<file path="config.mk">
export PLATFORM = sky130hd
export DESIGN_NAME = mem_lsu_rmw
export DESIGN_NICKNAME = d
export VERILOG_FILES = /design/src/rtl/mem_lsu_rmw.sv
export SDC_FILE = /design/constraint.sdc
export NUM_CORES = 1
export LEC_CHECK = 0
export CAP_MARGIN = 20
export CORE_AREA = 10 10 123 125
export DETAILED_ROUTE_END_ITERATION = 12
export DIE_AREA = 0 0 133 135
export PLACE_DENSITY = 0.79
export SYNTH_ARGS = -nofsm -noshare
export SYNTH_HDL_FRONTEND = slang
export SYNTH_SLANG_ARGS = --single-unit
export TNS_END_PERCENT = 10
</file>
<file path="constraint.sdc">
create_clock -name clk -period 2.2 [get_ports clk]
set_clock_uncertainty 0.05 [all_clocks]
set_input_delay 0.44 -clock clk [delete_from_list [all_inputs] [get_ports clk]]
set_output_delay 0.44 -clock clk [all_outputs]
set_load 0.1 [all_outputs]
</file>
<file path="src/rtl/mem_lsu_rmw.sv">
// Load/store unit for a word-addressed single-port data memory: byte/half/word
// accesses, read-modify-write for sub-word stores. Option macro: LSU_MISALIGN_ERR_EN.
`timescale 1ns/1ps

module mem_lsu_rmw #(
    parameter int WORD_AW = 5
) (
    input  logic        clk,
    input  logic        rst,
    input  logic        req,
    input  logic        we,
    input  logic [1:0]  size,
    input  logic        uns,
    input  logic [31:0] addr,
    input  logic [31:0] wdata,
    output logic        ready,
    output logic        done,
    output logic [31:0] rdata,
    output logic        err,
    output logic        mem_wen,
    output logic [31:0] mem_addr,
    output logic [31:0] mem_wdata,
    input  logic [31:0] mem_rdata
);

    localparam logic [1:0] SZ_BYTE = 2'b00;
    localparam logic [1:0] SZ_HALF = 2'b01;
    localparam logic [1:0] SZ_WORD = 2'b10;

    typedef enum logic [1:0] {
        IDLE  = 2'b00,
        READ  = 2'b01,
        WRITE = 2'b10,
        DONE  = 2'b11
    } state_t;

    state_t               state_q, state_d;
    logic                 we_q;
    logic                 uns_q;
    logic [1:0]           size_q;
    logic [WORD_AW+1:0]   addr_q;
    logic [31:0]          wdata_q;
    logic [31:0]          rd_q;
    logic [31:0]          rdata_q;

    logic                 accept;
    logic                 flag_err;
    logic                 sub_word_in;
    logic [3:0]           lane_en;
    logic [31:0]          wdata_rep;
    logic [31:0]          merged;
    logic [7:0]           rd_lane [4];
    logic [7:0]           load_byte;
    logic [15:0]          load_half;
    logic [31:0]          load_ext;

    // Address bits above the memory depth are deliberately dropped (wrap).
    logic                 unused_addr_hi;
    assign unused_addr_hi = ^addr[31:WORD_AW+2];

    assign accept      = (state_q == IDLE) && req;
    assign sub_word_in = (size == SZ_BYTE) || (size == SZ_HALF);

`ifdef LSU_MISALIGN_ERR_EN
    logic err_q;

    assign flag_err = (size == 2'b11)
                   || ((size == SZ_HALF) && addr[0])
                   || ((size == SZ_WORD) && (addr[1:0] != 2'b00));
    assign err      = (state_q == DONE) && err_q;

    always_ff @(posedge clk) begin
        if (rst) begin
            err_q <= 1'b0;
        end else if (accept) begin
            err_q <= flag_err;
        end
    end
`else
    assign flag_err = 1'b0;
    assign err      = 1'b0;
`endif

    always_ff @(posedge clk) begin
        if (rst) begin
            state_q <= IDLE;
        end else begin
            state_q <= state_d;
        end
    end

    always_comb begin
        state_d = state_q;
        case (state_q)
            IDLE: begin
                if (req) begin
                    if (flag_err) begin
                        state_d = DONE;
                    end else if (we && !sub_word_in) begin
                        state_d = WRITE;
                    end else begin
                        state_d = READ;
                    end
                end
            end
            READ:    state_d = we_q ? WRITE : DONE;
            WRITE:   state_d = DONE;
            DONE:    state_d = IDLE;
            default: state_d = IDLE;
        endcase
    end

    always_ff @(posedge clk) begin
        if (rst) begin
            we_q    <= 1'b0;
            uns_q   <= 1'b0;
            size_q  <= 2'b00;
            addr_q  <= '0;
            wdata_q <= '0;
            rd_q    <= '0;
            rdata_q <= '0;
        end else begin
            if (accept) begin
                we_q    <= we;
                uns_q   <= uns;
                size_q  <= size;
                addr_q  <= addr[WORD_AW+1:0];
                wdata_q <= wdata;
            end
            if (state_q == READ) begin
                rd_q <= mem_rdata;
                if (!we_q) begin
                    rdata_q <= load_ext;
                end
            end
        end
    end

    // Lane enables; misaligned halves/words and size 11 fall through to aligned forms.
    always_comb begin
        lane_en   = 4'b1111;
        wdata_rep = wdata_q;
        case (size_q)
            SZ_BYTE: begin
                lane_en   = 4'b0001 << addr_q[1:0];
                wdata_rep = {4{wdata_q[7:0]}};
            end
            SZ_HALF: begin
                lane_en   = addr_q[1] ? 4'b1100 : 4'b0011;
                wdata_rep = {2{wdata_q[15:0]}};
            end
            default: begin
                lane_en   = 4'b1111;
                wdata_rep = wdata_q;
            end
        endcase
    end

    genvar gi;
    generate
        for (gi = 0; gi < 4; gi++) begin : g_lane
            assign merged[8*gi +: 8] = lane_en[gi] ? wdata_rep[8*gi +: 8] : rd_q[8*gi +: 8];
            assign rd_lane[gi]       = mem_rdata[8*gi +: 8];
        end
    endgenerate

    assign load_byte = rd_lane[addr_q[1:0]];
    assign load_half = addr_q[1] ? mem_rdata[31:16] : mem_rdata[15:0];

    always_comb begin
        load_ext = mem_rdata;
        case (size_q)
            SZ_BYTE: load_ext = uns_q ? {24'h000000, load_byte}
                                      : {{24{load_byte[7]}}, load_byte};
            SZ_HALF: load_ext = uns_q ? {16'h0000, load_half}
                                      : {{16{load_half[15]}}, load_half};
            default: load_ext = mem_rdata;
        endcase
    end

    // Write port is driven purely from registered state, so it is stable through WRITE.
    assign mem_wen   = (state_q == WRITE);
    assign mem_addr  = {{(32-WORD_AW){1'b0}}, addr_q[WORD_AW+1:2]};
    assign mem_wdata = merged;

    assign ready = (state_q == IDLE);
    assign done  = (state_q == DONE);
    assign rdata = rdata_q;

endmodule

</file>
# Word level (Yosys, flattened, before mapping)
# Cells that the tools add are included.
# word_totals
reg_bits	109
word_cells	44
# op_classes
n_lt_le_gt_ge	1
eq_ne	6
shift	1
muxes	18
bitwise_logic	2
n_reduce_logical	8
# op_table
op	count
one-hot mux 32 bit (2 select lines)	2
two-way mux 32 bit	2
two-way mux 8 bit	6
binary-select mux 8 bit (select 2 bit)	1
two-way mux 16 bit	1
one-hot mux 2 bit (4 select lines)	1
one-hot mux 4 bit (2 select lines)	1
equality test 2 x 1 -> 1 bit, second input constant	3
zero test 2 bit	3
equality test 2 bit, second input constant	2
two-way mux 2 bit	2
two-way mux 4 bit	1
<< shifter 1 x 2 -> 4 bit, first input constant	1
greater-or-equal comparator 3 bit, second input constant	1
NOT 2 -> 3 bit	1
logical AND 1 bit	2
!= test 2 bit, second input constant	1
AND reduction 2 bit	1
zero test 1 bit	1
logical OR 1 bit	1
two-way mux 1 bit	1
NOT 1 bit	1

# Longest topological paths before layout
# Gate-level depths: netlist of the first run.
# logic_depth
ltp_word	7
depth_mapped	8

# Worst setup path before layout of the first run
# Ideal clock, no wire load.
# synth_path
path_kind	flip-flop to output port
from	register size_q[0]
to	output mem_wdata[6]
arrival_time_ns	1.854
required_time_ns	1.710
setup_slack_ns	-0.144
path_stages_with_launch	6
path_buffers	2
cell_sequence	dfxtp_1 nand2b_1 clkbuf_1 a21o_1 clkbuf_1 mux2_1
# synth_via
elab_chain_len	3
word_cells_on_any_way	4
cone_classes	1 x eq/ne; 2 x mux; 1 x reduce/logical
# synth_lines
element	line	text
start: declaration	40	logic [1:0] size_q;
start signal: assignment	126	size_q <= size;
equality test 2 x 1 -> 1 bit / zero test 2 bit (equally long branches)	143	case (size_q)
one-hot mux 4 bit (2 select lines) *	143	
two-way mux 8 bit *	162	assign merged[8*gi +: 8] = lane_en[gi] ? wdata_rep[8*gi +: 8] : rd_q[8*gi +: 8];
end: declaration	22	output logic [31:0] mem_wdata,
# Every way passes the cells marked *; elsewhere a longest branch is shown, timed or not.

# Worst setup path in the final report of the first run
# layout_path
from	register size_q[0]
to	output mem_wdata[11]
# layout_via
elab_chain_len	3
word_cells_on_any_way	5
cone_classes	1 x eq/ne; 3 x mux; 1 x reduce/logical
# layout_lines
element	line
equality test 2 x 1 -> 1 bit / zero test 2 bit (equally long branches)	143
one-hot mux 32 bit (2 select lines) / one-hot mux 4 bit (2 select lines) (equally long branches)	143
two-way mux 8 bit *	162
# Marked as above.

==> key figures, run 1 <==
Critical path
  – CP Data Arrival Time: 1830 ps
  – Kind of capture point of the worst setup path: output pin
  – Worst-path maximum fanout: 8
  – Crit. Startpoint: size_q[0]
  – CP Data Required Time: 1710 ps
  – Startpoint type of the worst setup path: flop
  – Startpoint of the worst register-to-register path: addr_q[1]
  – CP Class: flop to output pin

Timing
  – Min Clock Period, post-route: 2320 ps
  – Final worst path period share: 106%
  – Number of setup violations in the final report: 24
  – Final-layout setup total negative slack: -1910 ps
  – Setup WS post-layout: -121 ps
  – Number of hold violations in the final report: 0
  – Slew at the pin closest to its max-slew limit: 570 ps
  – Tightest slew margin relative to the limit: 61.9%
  – Setup repair after global routing missed its margin: yes
  – Max-slew violation total from the final report: 0
  – Achievable frequency: 431 MHz

GRT
  – Number of antenna violations at the first check in global routing: 0
  – Leftover overflow at the end of global routing: 0
  – Global-route wire length before repair: 28,700 µm
  – All-layer global routing usage: 20.0%
  – Maximum number of pins on one net before global-route repair: 53
  – Vias in the first global route: 5,109

Yosys
  – Library cell occupying the most area in the post-synthesis netlist: dfxtp_1
  – Ys flop type: dfxtp_1
  – EDFF count, synth: 0
  – Number of synthesis warnings: 0
  – Post-Synthesis Cell Area: 5570 µm²
  – Fraction of the yosys area taken by sequential cells: 39.1%
  – Yosys reg bits: 109
  – Synth area leaders: dfxtp_1 (39%), mux2_2 (9.7%), mux2i_1 (8.6%), nand2_1 (7.0%), a21oi_1 (6.3%)
  – FFs w/ async S/R, synth: 0%
  – Distinct cell type count of the synthesized netlist: 34
  – Post-Syn Instances: 641
  – Average size of a mapped cell: 8.70 µm²
  – Yosys top cell area share: 39.1%

Status
  – Outcome: complete, but fails checks
  – Violations in the final reports: setup timing

Finish
  – Cell area after layout: 7890 µm²
  – Leading cell type in the layout, fill and taps excluded: dfxtp_1
  – Final antenna diode count: 0
  – Fraction of layout instances using a drive strength above 1: 24.7%
  – Net total in the final layout: 882
  – Most used cells in the layout excluding fill and tap cells: dfxtp_1 (105), nand2_1 (104), clkdlybuf4s50_1 (76)
  – Area added between synthesis and finish: 41.5%

Clock tree
  – Clock root buffer master: clkbuf_16
  – Worst-Skew Late Latency: 350 ps
  – Num CTS Buffers: 9
  – TritonCTS sink count: 109
  – Clock H-tree levels: 3
  – Clock transition time at the flip-flop clock pins of the worst setup and hold paths: 60 ps
  – CTS tree: yes
  – Max clock buf depth: 2

Placed design
  – Count of buffers from port buffering: 149
  – Total cell area at the placement stage: 7400 µm²
  – Gp weighted congestion: 0.900
  – Post-DP HPWL: 13,900 µm

Floorplan
  – Die footprint: 18,000 µm²
  – Number of top-level design ports: 203
  – Chip Width: 133 µm
  – Cell Rows: 41
  – Standard cell core area: 12,600 µm²
  – Initial core utilization: 44.4%
  – Die height: 135 µm

Drt
  – Average via count per standard cell: 5.38
  – Number of detailed-routing iterations run before antenna repair: 5
  – Wire length per cell: 19.8 µm
  – Total Routed Length: 18,800 µm
  – Number of vias in the routed layout: 5,100
  – # DRC: 0
  – Initial DRC count: 470
  – Routed Antenna Nets: 0

Min path
  – Startpoint of the lowest-slack hold path: wdata_q[16]
  – Type of the tightest min-delay check: flop to flop

Flow run
  – Max-capacitance violation count: 0

Pwr
  – LEAKAGE: 0.00313 µW
  – PnR Total Power: 10,000 µW
  – Peak VDD IR: 0.663 mV
  – Power density normalized to cell area: 1270 nW/µm²
worst max-delay path, stage by stage (launching register included):
cell and delay, ps:
dfxtp_4 380, or2_4 260, a21oi_2 150, buf_6 180, mux2_4 340, buf_12 170
sequential cells by signal (all words and copies together), names as in the netlist:
name and count:
addr_q 7, rd_q 32, rdata 32, size_q 2, state_q 2, uns_q 1
wdata_q 32, we_q 1
repair_timing:
item,CTS,global route
cloned,1,0
pin swaps,4,3
resized for setup,34,16
buffers inserted,3,2
setup endpoints to repair,32,32
hold buffers,0,0
cell families (layout without fill, tap and decap cells):
logic type / Yosys count / in the layout / share of synthesized area [%]
other: 1 / 28 / 0.0673
AND/OR/NAND/NOR: 210 / 210 / 16.5
adder cells (fa/ha/maj): 5 / 5 / 1.12
multiplexers: 98 / 98 / 19.0
flip-flops: 109 / 109 / 39.1
buffers and inverters: 87 / 195 / 8.53
AO/OA/AOI/OAI: 131 / 131 / 15.7
power by group:
group          total, µW  switching (µW)  internal, µW
Combinational       5820            3970          1850
Clock               1560             699           866
Sequential          2650             283          2370
Total              10000            4950          5080
final cells by class:
| cell class | count | area [µm²] |
|---|---|---|
| fillers | 996 | 4680 |
| well taps | 172 | 215 |
| clock buffers | 11 | 233 |
| clock inverters | 2 | 37.5 |
| flip-flops and latches | 109 | 2190 |
| inverters | 3 | 11.3 |
| multi-input cells | 472 | 3140 |
| repair buffers | 179 | 2050 |
worst paths after layout:
kind	endpoint	slack, ps	cells after the start
max reg2reg	rdata[19]	280	4
min	wdata_q[16]	410	2
max	mem_wdata[11]	-120	5
min reg2reg	wdata_q[16]	410	2
routing by layer:
metal	vias to the layer above	wire, µm	track usage [%]
met5	-	0	0
met4	0	382	5.50
met2	233	8980	33.2
met3	25	1760	7.57
met1	2414	7650	23.7
li1	2428	-	-
metrics by stage:
stage          instances  hold slack (ps)  setup slack [ps]  util [%]
6_report             948              406              -121      62.8
5_1_grt              948              435              -179      62.8
4_1_cts              946              405              -107      62.2
3_5_place_dp         929              397              58.1      58.9
3_3_place_gp         929              394               156      58.9
2_1_floorplan        668              383             -11.3         -
cell usage after synthesis, drive strengths merged (2+ instances only):
cell type,number
dfxtp,109
nand2,104
a21oi,71
nor2,69
buf,52
mux2,49
mux2i,48
clkbuf,32
a311oi,26
o21ai,15
a31oi,9
and3b,9
nor2b,9
nor3b,8
a32o,7
ha,5
nand2b,4
inv,3
a21o,2
nand3,2
or2,2
No activity file was read; power rests on OpenSTA's default activity.
==> inputs of run 2 (changes only) <==
--- a/config.mk
+++ b/config.mk
@@ -5,11 +5,14 @@
 export SDC_FILE = /design/constraint.sdc
 export NUM_CORES = 1
 export LEC_CHECK = 0
+export ABC_AREA = 1
 export CAP_MARGIN = 20
-export CORE_AREA = 10 10 123 125
+export CORE_AREA = 10 10 122 124
 export DETAILED_ROUTE_END_ITERATION = 12
-export DIE_AREA = 0 0 133 135
-export PLACE_DENSITY = 0.79
+export DIE_AREA = 0 0 132 134
+export GPL_TIMING_DRIVEN = 0
+export PLACE_DENSITY = 0.8
+export RECOVER_POWER = 50
 export SYNTH_ARGS = -nofsm -noshare
 export SYNTH_HDL_FRONTEND = slang
 export SYNTH_SLANG_ARGS = --single-unit
==> key figures, run 2 <==
Clock tree
  – TritonCTS sink count: 109 (unchanged)
  – Clock root buffer master: clkbuf_16
  – Max clock buf depth: 2 (unchanged)
  – Clock transition time at the flip-flop clock pins of the worst setup and hold paths: 70 ps (about the same)
  – Clock H-tree levels: 3 (unchanged)
  – Num CTS Buffers: 9 (unchanged)
  – Worst-Skew Late Latency: 360 ps (about the same)
  – CTS tree: yes
  – Hold buffers post-CTS: 0 (unchanged)

Finish
  – Net total in the final layout: 1,114 (+26%)
  – Area added between synthesis and finish: 51.5%
  – Leading cell type in the layout, fill and taps excluded: nor2_1
  – Fraction of layout instances using a drive strength above 1: 19.6% (-5.1 points)
  – Final antenna diode count: 0 (unchanged)
  – Most used cells in the layout excluding fill and tap cells: nor2_1 (136), o21ai_0 (114), dfxtp_1 (105)

Placed design
  – Post-DP HPWL: 15,500 µm (+11%)
  – DP Worst Slack: -1120 ps (-1180 ps)
  – Count of buffers from port buffering: 148 (-0.67%)
  – Gp weighted congestion: 0.930 (+3.3%)

Floorplan
  – Standard cell core area: 12,500 µm² (-0.82%)
  – Chip Width: 132 µm (-0.75%)
  – Initial core utilization: 43.9% (-0.48 points)
  – Number of top-level design ports: 203 (unchanged)
  – Die footprint: 17,700 µm² (-1.5%)
  – Die height: 134 µm (-0.74%)
  – Cell Rows: 41 (unchanged)

Min path
  – Type of the tightest min-delay check: flop to flop

Pwr
  – Combinational share of power: 67.1% (+9.1 points)
  – Clk pwr share: 11.9% (-3.7 points)
  – Sequential Power Share: 21.0% (-5.4 points)
  – P_int: 6010 µW (+18%)
  – Peak VDD IR: 1.16 mV (+75%)
  – Power density normalized to cell area: 1670 nW/µm² (+32%)
  – PnR Total Power: 13,900 µW (+38%)
  – Net Switching: 7860 µW (+59%)
  – LEAKAGE: 0.00364 µW (+16%)
  – Switching Fraction: 56.7% (+7.4 points)

Critical path
  – Startpoint type of the worst setup path: flop
  – Kind of capture point of the worst setup path: output pin
  – Crit-path max cell delay: 320 ps (-60 ps)
  – Library cell contributing the largest single delay on the critical path: dfxtp_2
  – CP Class: flop to output pin
  – Worst-path maximum fanout: 11 (+3)
  – List of cells traversed by the critical path: buf_8 > clkinv_8 > nand2_8 > o21ai_4 > buf_6 > nand2_1 > o21ai_2 > buf_12
  – CP Data Required Time: 1710 ps (about the same)
  – CP Data Arrival Time: 1900 ps (+70 ps)

Drt
  – Number of detailed-routing iterations run before antenna repair: 7 (+2)
  – Average via count per standard cell: 5.39 (+0.11%)
  – Number of vias in the routed layout: 6,366 (+25%)
  – # DRC: 0 (unchanged)
  – Routed Antenna Nets: 0 (unchanged)
  – Wire length per cell: 18.5 µm (-6.5%)
  – Total Routed Length: 21,900 µm (+17%)
  – Initial DRC count: 599 (+27%)

Yosys
  – Cell types with the highest counts after synthesis: nor2_1 (139), o21ai_0 (139), dfxtp_1 (109)
  – FFs w/ async S/R, synth: 0% (unchanged)
  – Library cell occupying the most area in the post-synthesis netlist: dfxtp_1
  – Synth area leaders: dfxtp_1 (40%), o21ai_0 (13%), nor2_1 (9.5%), a21oi_1 (9.4%), nand2_1 (6.9%)
  – Ys flop type: dfxtp_1
  – EDFF count, synth: 0 (unchanged)
  – Number of synthesis warnings: 0 (unchanged)
  – Yosys top cell area share: 39.9% (+0.75 points)
  – Distinct cell type count of the synthesized netlist: 26 (-24%)
  – Average size of a mapped cell: 6.81 µm² (-22%)
  – Yosys reg bits: 109 (unchanged)
  – Fraction of the yosys area taken by sequential cells: 39.9% (+0.75 points)
  – Post-Synthesis Cell Area: 5470 µm² (-1.9%)
  – Post-Syn Instances: 803 (+25%)

Status
  – Violations in the final reports: setup timing
  – Outcome: complete, but fails checks

Timing
  – Tightest slew margin relative to the limit: 19.1% (-43 points)
  – Max-slew violation total from the final report: 0 (unchanged)
  – Slew at the pin closest to its max-slew limit: 1220 ps (+649 ps)
  – Number of setup violations in the final report: 33 (+38%)
  – Setup WS post-layout: -195 ps (-73.5 ps)
  – Final worst path period share: 109% (+3.3 points)
  – Achievable frequency: 418 MHz (-3.1%)
  – Number of hold violations in the final report: 0 (unchanged)
  – Setup repair after global routing missed its margin: yes
  – Min Clock Period, post-route: 2390 ps (+73.5 ps)

GRT
  – Leftover overflow at the end of global routing: 0 (unchanged)
  – Vias in the first global route: 5,857 (+15%)
  – Global-route wire length before repair: 31,900 µm (+11%)
  – Maximum number of pins on one net before global-route repair: 18 (-66%)
  – All-layer global routing usage: 22.6% (+2.6 points)
  – Number of antenna violations at the first check in global routing: 0 (unchanged)

Flow run
  – Max-capacitance violation count: 0 (unchanged)
run 2: cell count changes after synthesis, sizes merged, moves of 26 or more:
| cell | before | now |
|---|---|---|
| mux2i | 48 | 0 |
| inv | 3 | 62 |
| nor2 | 69 | 141 |
| a21oi | 71 | 104 |
| nand3 | 2 | 28 |
| o21ai | 15 | 140 |
| mux2 | 49 | 0 |
| a311oi | 26 | 0 |
run 2: kinds of logic (layout without fill, tap and decap cells):
group / count (synthesis) / count (layout) / share of synthesized area (%)
buffers and inverters: 150 / 330 / 13.5
flip-flops: 109 / 109 / 39.9
other: 1 / 28 / 0.0686
adder cells (fa/ha/maj): 5 / 5 / 1.14
AO/OA/AOI/OAI: 264 / 264 / 25.4
AND/OR/NAND/NOR: 274 / 274 / 20.0
run 2: what timing repair did:
action | CTS | global route
cloned | 1 | 0
setup endpoints to repair | 72 | 32
setup buffers | 9 | 8
pin swaps | 6 | 6
gates resized for setup | 363 | 44
run 2: worst paths after layout:
path	start	endpoint	slack [ps]	cells after the start
worst max-delay path	size_q[1]	mem_wdata[5]	-190	8
worst min-delay path	addr_q[4]	addr_q[4]	440	2
worst max register to register	state_q[1]	rdata[25]	-50	11
worst min register to register	addr_q[4]	addr_q[4]	440	2
run 2: critical path: cells and delay by family, from the launching register on:
family	cells	cell delay, ps
buffers and inverters	4	620
AND/OR/NAND/NOR	2	180
AO/OA/AOI/OAI	2	420
flip-flops	1	320
run 2: metal layers:
layer  track usage, %  part of all wire [%]  wire length, µm  vias to the layer above
met2             37.2                    47            10200                      381
met3             5.12                   9.8             2150                       73
met1             27.4                    39             8600                     2932
met4             10.7                   4.1              905                        0
li1                 -                     -                -                     2980
met5                0                     0                0                        -
run 2: power by group through the flow:
stage	logic, µW	clock network [µW]	registers [µW]
3_3_place_gp	8210	0	2890
2_1_floorplan	5020	0	4180
6_report	9310	1650	2920
4_1_cts	8970	1650	2860
5_1_grt	9730	1720	2960
3_5_place_dp	8250	0	2900
run 2: through the flow:
step                      setup TNS, ps  utilization, %  cells  instance area (µm²)  hold slack [ps]
after floorplan                   -3730               -    830                 5740              405
after global placement           -26290            59.7   1150                 7440              415
after detailed placement         -26470            59.7   1150                 7440              421
after CTS                         -2710            65.3   1175                 8140              438
after global routing              -6170            66.5   1182                 8280              458
final                             -2550            66.5   1182                 8280              440
run 2: area by class of cell:
| class | instances | area (µm²) |
|---|---|---|
| multi-input combinational | 571 | 3000 |
| buffer | 87 | 542 |
| tap | 172 | 215 |
| fill | 1048 | 4180 |
| clock buffer | 10 | 229 |
| sequential | 109 | 2190 |
| inverter | 62 | 253 |
| timing repair buffer | 166 | 1800 |
| clock inverter | 5 | 60.1 |
==> inputs of run 3 (changes only) <==
--- a/config.mk
+++ b/config.mk
@@ -13,6 +13,7 @@
 export GPL_TIMING_DRIVEN = 0
 export PLACE_DENSITY = 0.8
 export RECOVER_POWER = 50
+export SKIP_LAST_GASP = 1
 export SYNTH_ARGS = -nofsm -noshare
 export SYNTH_HDL_FRONTEND = slang
 export SYNTH_SLANG_ARGS = --single-unit
==> key figures, run 3 (synthesis gave the netlist of run 2 again) <==
Finish
  – Leading cell type in the layout, fill and taps excluded: nor2_1
  – Net total in the final layout: 1,110 (-0.36%)
  – Area added between synthesis and finish: 47.4%
  – # fillers: 1,103 (+5.2%)
  – Most used cells in the layout excluding fill and tap cells: nor2_1 (139), o21ai_0 (115), clkdlybuf4s50_1 (112)
  – Final antenna diode count: 0 (unchanged)
  – Fraction of layout instances using a drive strength above 1: 17.6% (-2.0 points)
  – Share of the core filled with cells: 64.6% (-1.8 points)

Critical path
  – List of cells traversed by the critical path: buf_4 > clkdlybuf4s50_1
  – Startpoint type of the worst setup path: flop
  – Worst-path maximum fanout: 2 (-9)
  – Family with the most delay on the worst path: buffers and inverters
  – Number of cells traversed by the worst register-to-register path: 11 (unchanged)
  – Crit-path max cell delay: 1120 ps (+800 ps)
  – Kind of capture point of the worst setup path: output pin
  – CP Data Arrival Time: 1920 ps (+20 ps)
  – Library cell contributing the largest single delay on the critical path: clkdlybuf4s50_1
  – CP Data Required Time: 1710 ps (about the same)
  – Buffers plus inverters on the worst setup path: 2 (-2)
  – CP Depth: 2 (-6)
  – CP Class: flop to output pin

Floorplan
  – Die height: 134 µm (unchanged)
  – Cell Rows: 41 (unchanged)
  – Initial core utilization: 43.9% (unchanged)
  – Chip Width: 132 µm (unchanged)
  – Number of top-level design ports: 203 (unchanged)
  – Standard cell core area: 12,500 µm² (unchanged)
  – Die footprint: 17,700 µm² (unchanged)

Timing
  – Number of setup violations in the final report: 65 (+97%)
  – Final worst path period share: 109% (+0.52 points)
  – Number of hold violations in the final report: 0 (unchanged)
  – Tightest slew margin relative to the limit: 31.0% (+12 points)
  – Setup repair after global routing missed its margin: yes
  – Slew at the pin closest to its max-slew limit: 1030 ps (-186 ps)
  – Achievable frequency: 416 MHz (-0.48%)
  – Max-slew violation total from the final report: 0 (unchanged)
  – Min Clock Period, post-route: 2410 ps (+11.5 ps)
  – Final-layout setup total negative slack: -7930 ps (-5380 ps)
  – Setup WS post-layout: -206 ps (-11.5 ps)

Clock tree
  – Clock H-tree levels: 3 (unchanged)
  – TritonCTS sink count: 109 (unchanged)
  – Max clock buf depth: 2 (unchanged)
  – Worst-Skew Late Latency: 350 ps (about the same)
  – Num CTS Buffers: 9 (unchanged)
  – CTS tree: yes
  – Clock transition time at the flip-flop clock pins of the worst setup and hold paths: 70 ps (about the same)
  – Clock root buffer master: clkbuf_16

GRT
  – Leftover overflow at the end of global routing: 0 (unchanged)
  – All-layer global routing usage: 21.7% (-0.94 points)
  – Number of antenna violations at the first check in global routing: 0 (unchanged)
  – Vias in the first global route: 5,713 (-2.5%)
  – Global-route wire length before repair: 30,700 µm (-3.8%)
  – Maximum number of pins on one net before global-route repair: 18 (unchanged)

Pwr
  – LEAKAGE: 0.00349 µW (-4.1%)
  – Power density normalized to cell area: 1660 nW/µm² (-0.87%)
  – Peak VDD IR: 1.15 mV (-1.3%)

Drt
  – Routed Antenna Nets: 0 (unchanged)
  – Initial DRC count: 488 (-19%)
  – Average via count per standard cell: 5.17 (-4.1%)
  – Number of detailed-routing iterations run before antenna repair: 6 (-1)
  – Total Routed Length: 20,400 µm (-6.6%)
  – Number of vias in the routed layout: 6,086 (-4.4%)
  – # DRC: 0 (unchanged)
  – Wire length per cell: 17.4 µm (-6.3%)

Placed design
  – Count of buffers from port buffering: 148 (unchanged)
  – Post-DP HPWL: 15,500 µm (unchanged)
  – Gp weighted congestion: 0.930 (unchanged)

Min path
  – Hold Path Depth: 2 (unchanged)
  – Type of the tightest min-delay check: flop to flop

Status
  – Outcome: complete, but fails checks
  – Violations in the final reports: setup timing

Flow run
  – Max-capacitance violation count: 0 (unchanged)
==> run 3: changes by cell type in the layout (fill, tap and decap cells not counted), sizes merged <==
cell,previous run,this run
clkinv,3,2
buf,105,99
dlygate4sd2,22,3
clkdlybuf4s15,3,0
clkdlybuf4s50,76,112
clkbuf,57,45
inv,62,63
==> run 3: area by class of cell <==
type	instances	area (µm²)	area share [%]
inverter	62	240	2.98
tap	172	215	2.67
multi-input combinational	571	2910	36.1
buffer	88	546	6.77
clock inverter	5	60.1	0.745
sequential	109	2190	27.1
clock buffer	10	229	2.84
timing repair buffer	161	1680	20.8
==> run 3: repair_timing <==
action	4_1_cts	5_1_grt
buffers inserted	9	3
pin swaps	6	1
cloned	1	0
endpoints found under the setup margin	72	71
hold buffers	0	0
gates resized for setup	266	27
endpoints found under the hold margin	0	0
==> run 3: final timing paths <==
check | endpoint | slack, ps | startpoint
min reg2reg | wdata_q[20] | 440 | wdata_q[20]
max | mem_addr[1] | -210 | addr_q[3]
min | wdata_q[20] | 440 | wdata_q[20]
max reg2reg | rdata[25] | -10 | state_q[1]
==> run 3: per-stage QoR <==
stage	power [µW]	setup WS, ps	instance area, µm²	instances	hold WS, ps
final	13400	-206	8060	1178	439
after CTS	13200	-217	7950	1175	438
after floorplan	9210	-217	5740	830	405
after global placement	11100	-1100	7440	1150	415
after detailed placement	11100	-1120	7440	1150	421
after global routing	14000	-242	8060	1178	458
==> run 3: layer usage <==
metal	track usage (%)	vias up	share of wire (%)
li1	-	2981	-
met1	26.9	2772	41
met4	8.41	0	2.6
met3	4.52	34	8.9
met5	0	-	0
met2	36.1	299	47
==> run 3: worst register-to-register path, cell delays in order, from the launching register on <==
cell and delay, ps:
dfxtp_1 340, inv_1 110, ha_1 150, clkbuf_1 340, inv_1 150, nor2_4 240
inv_1 140, buf_2 210, a21oi_1 170, nand3_1 110, nand2_1 70, inv_1 30
==> run 3: power breakdown <==
part / leakage, µW / internal, µW / switching, µW
combinational: 0.00245 / 2350 / 6490
clock: 0.000139 / 883 / 765
sequential: 0.000900 / 2550 / 341
total: 0.00349 / 5780 / 7600
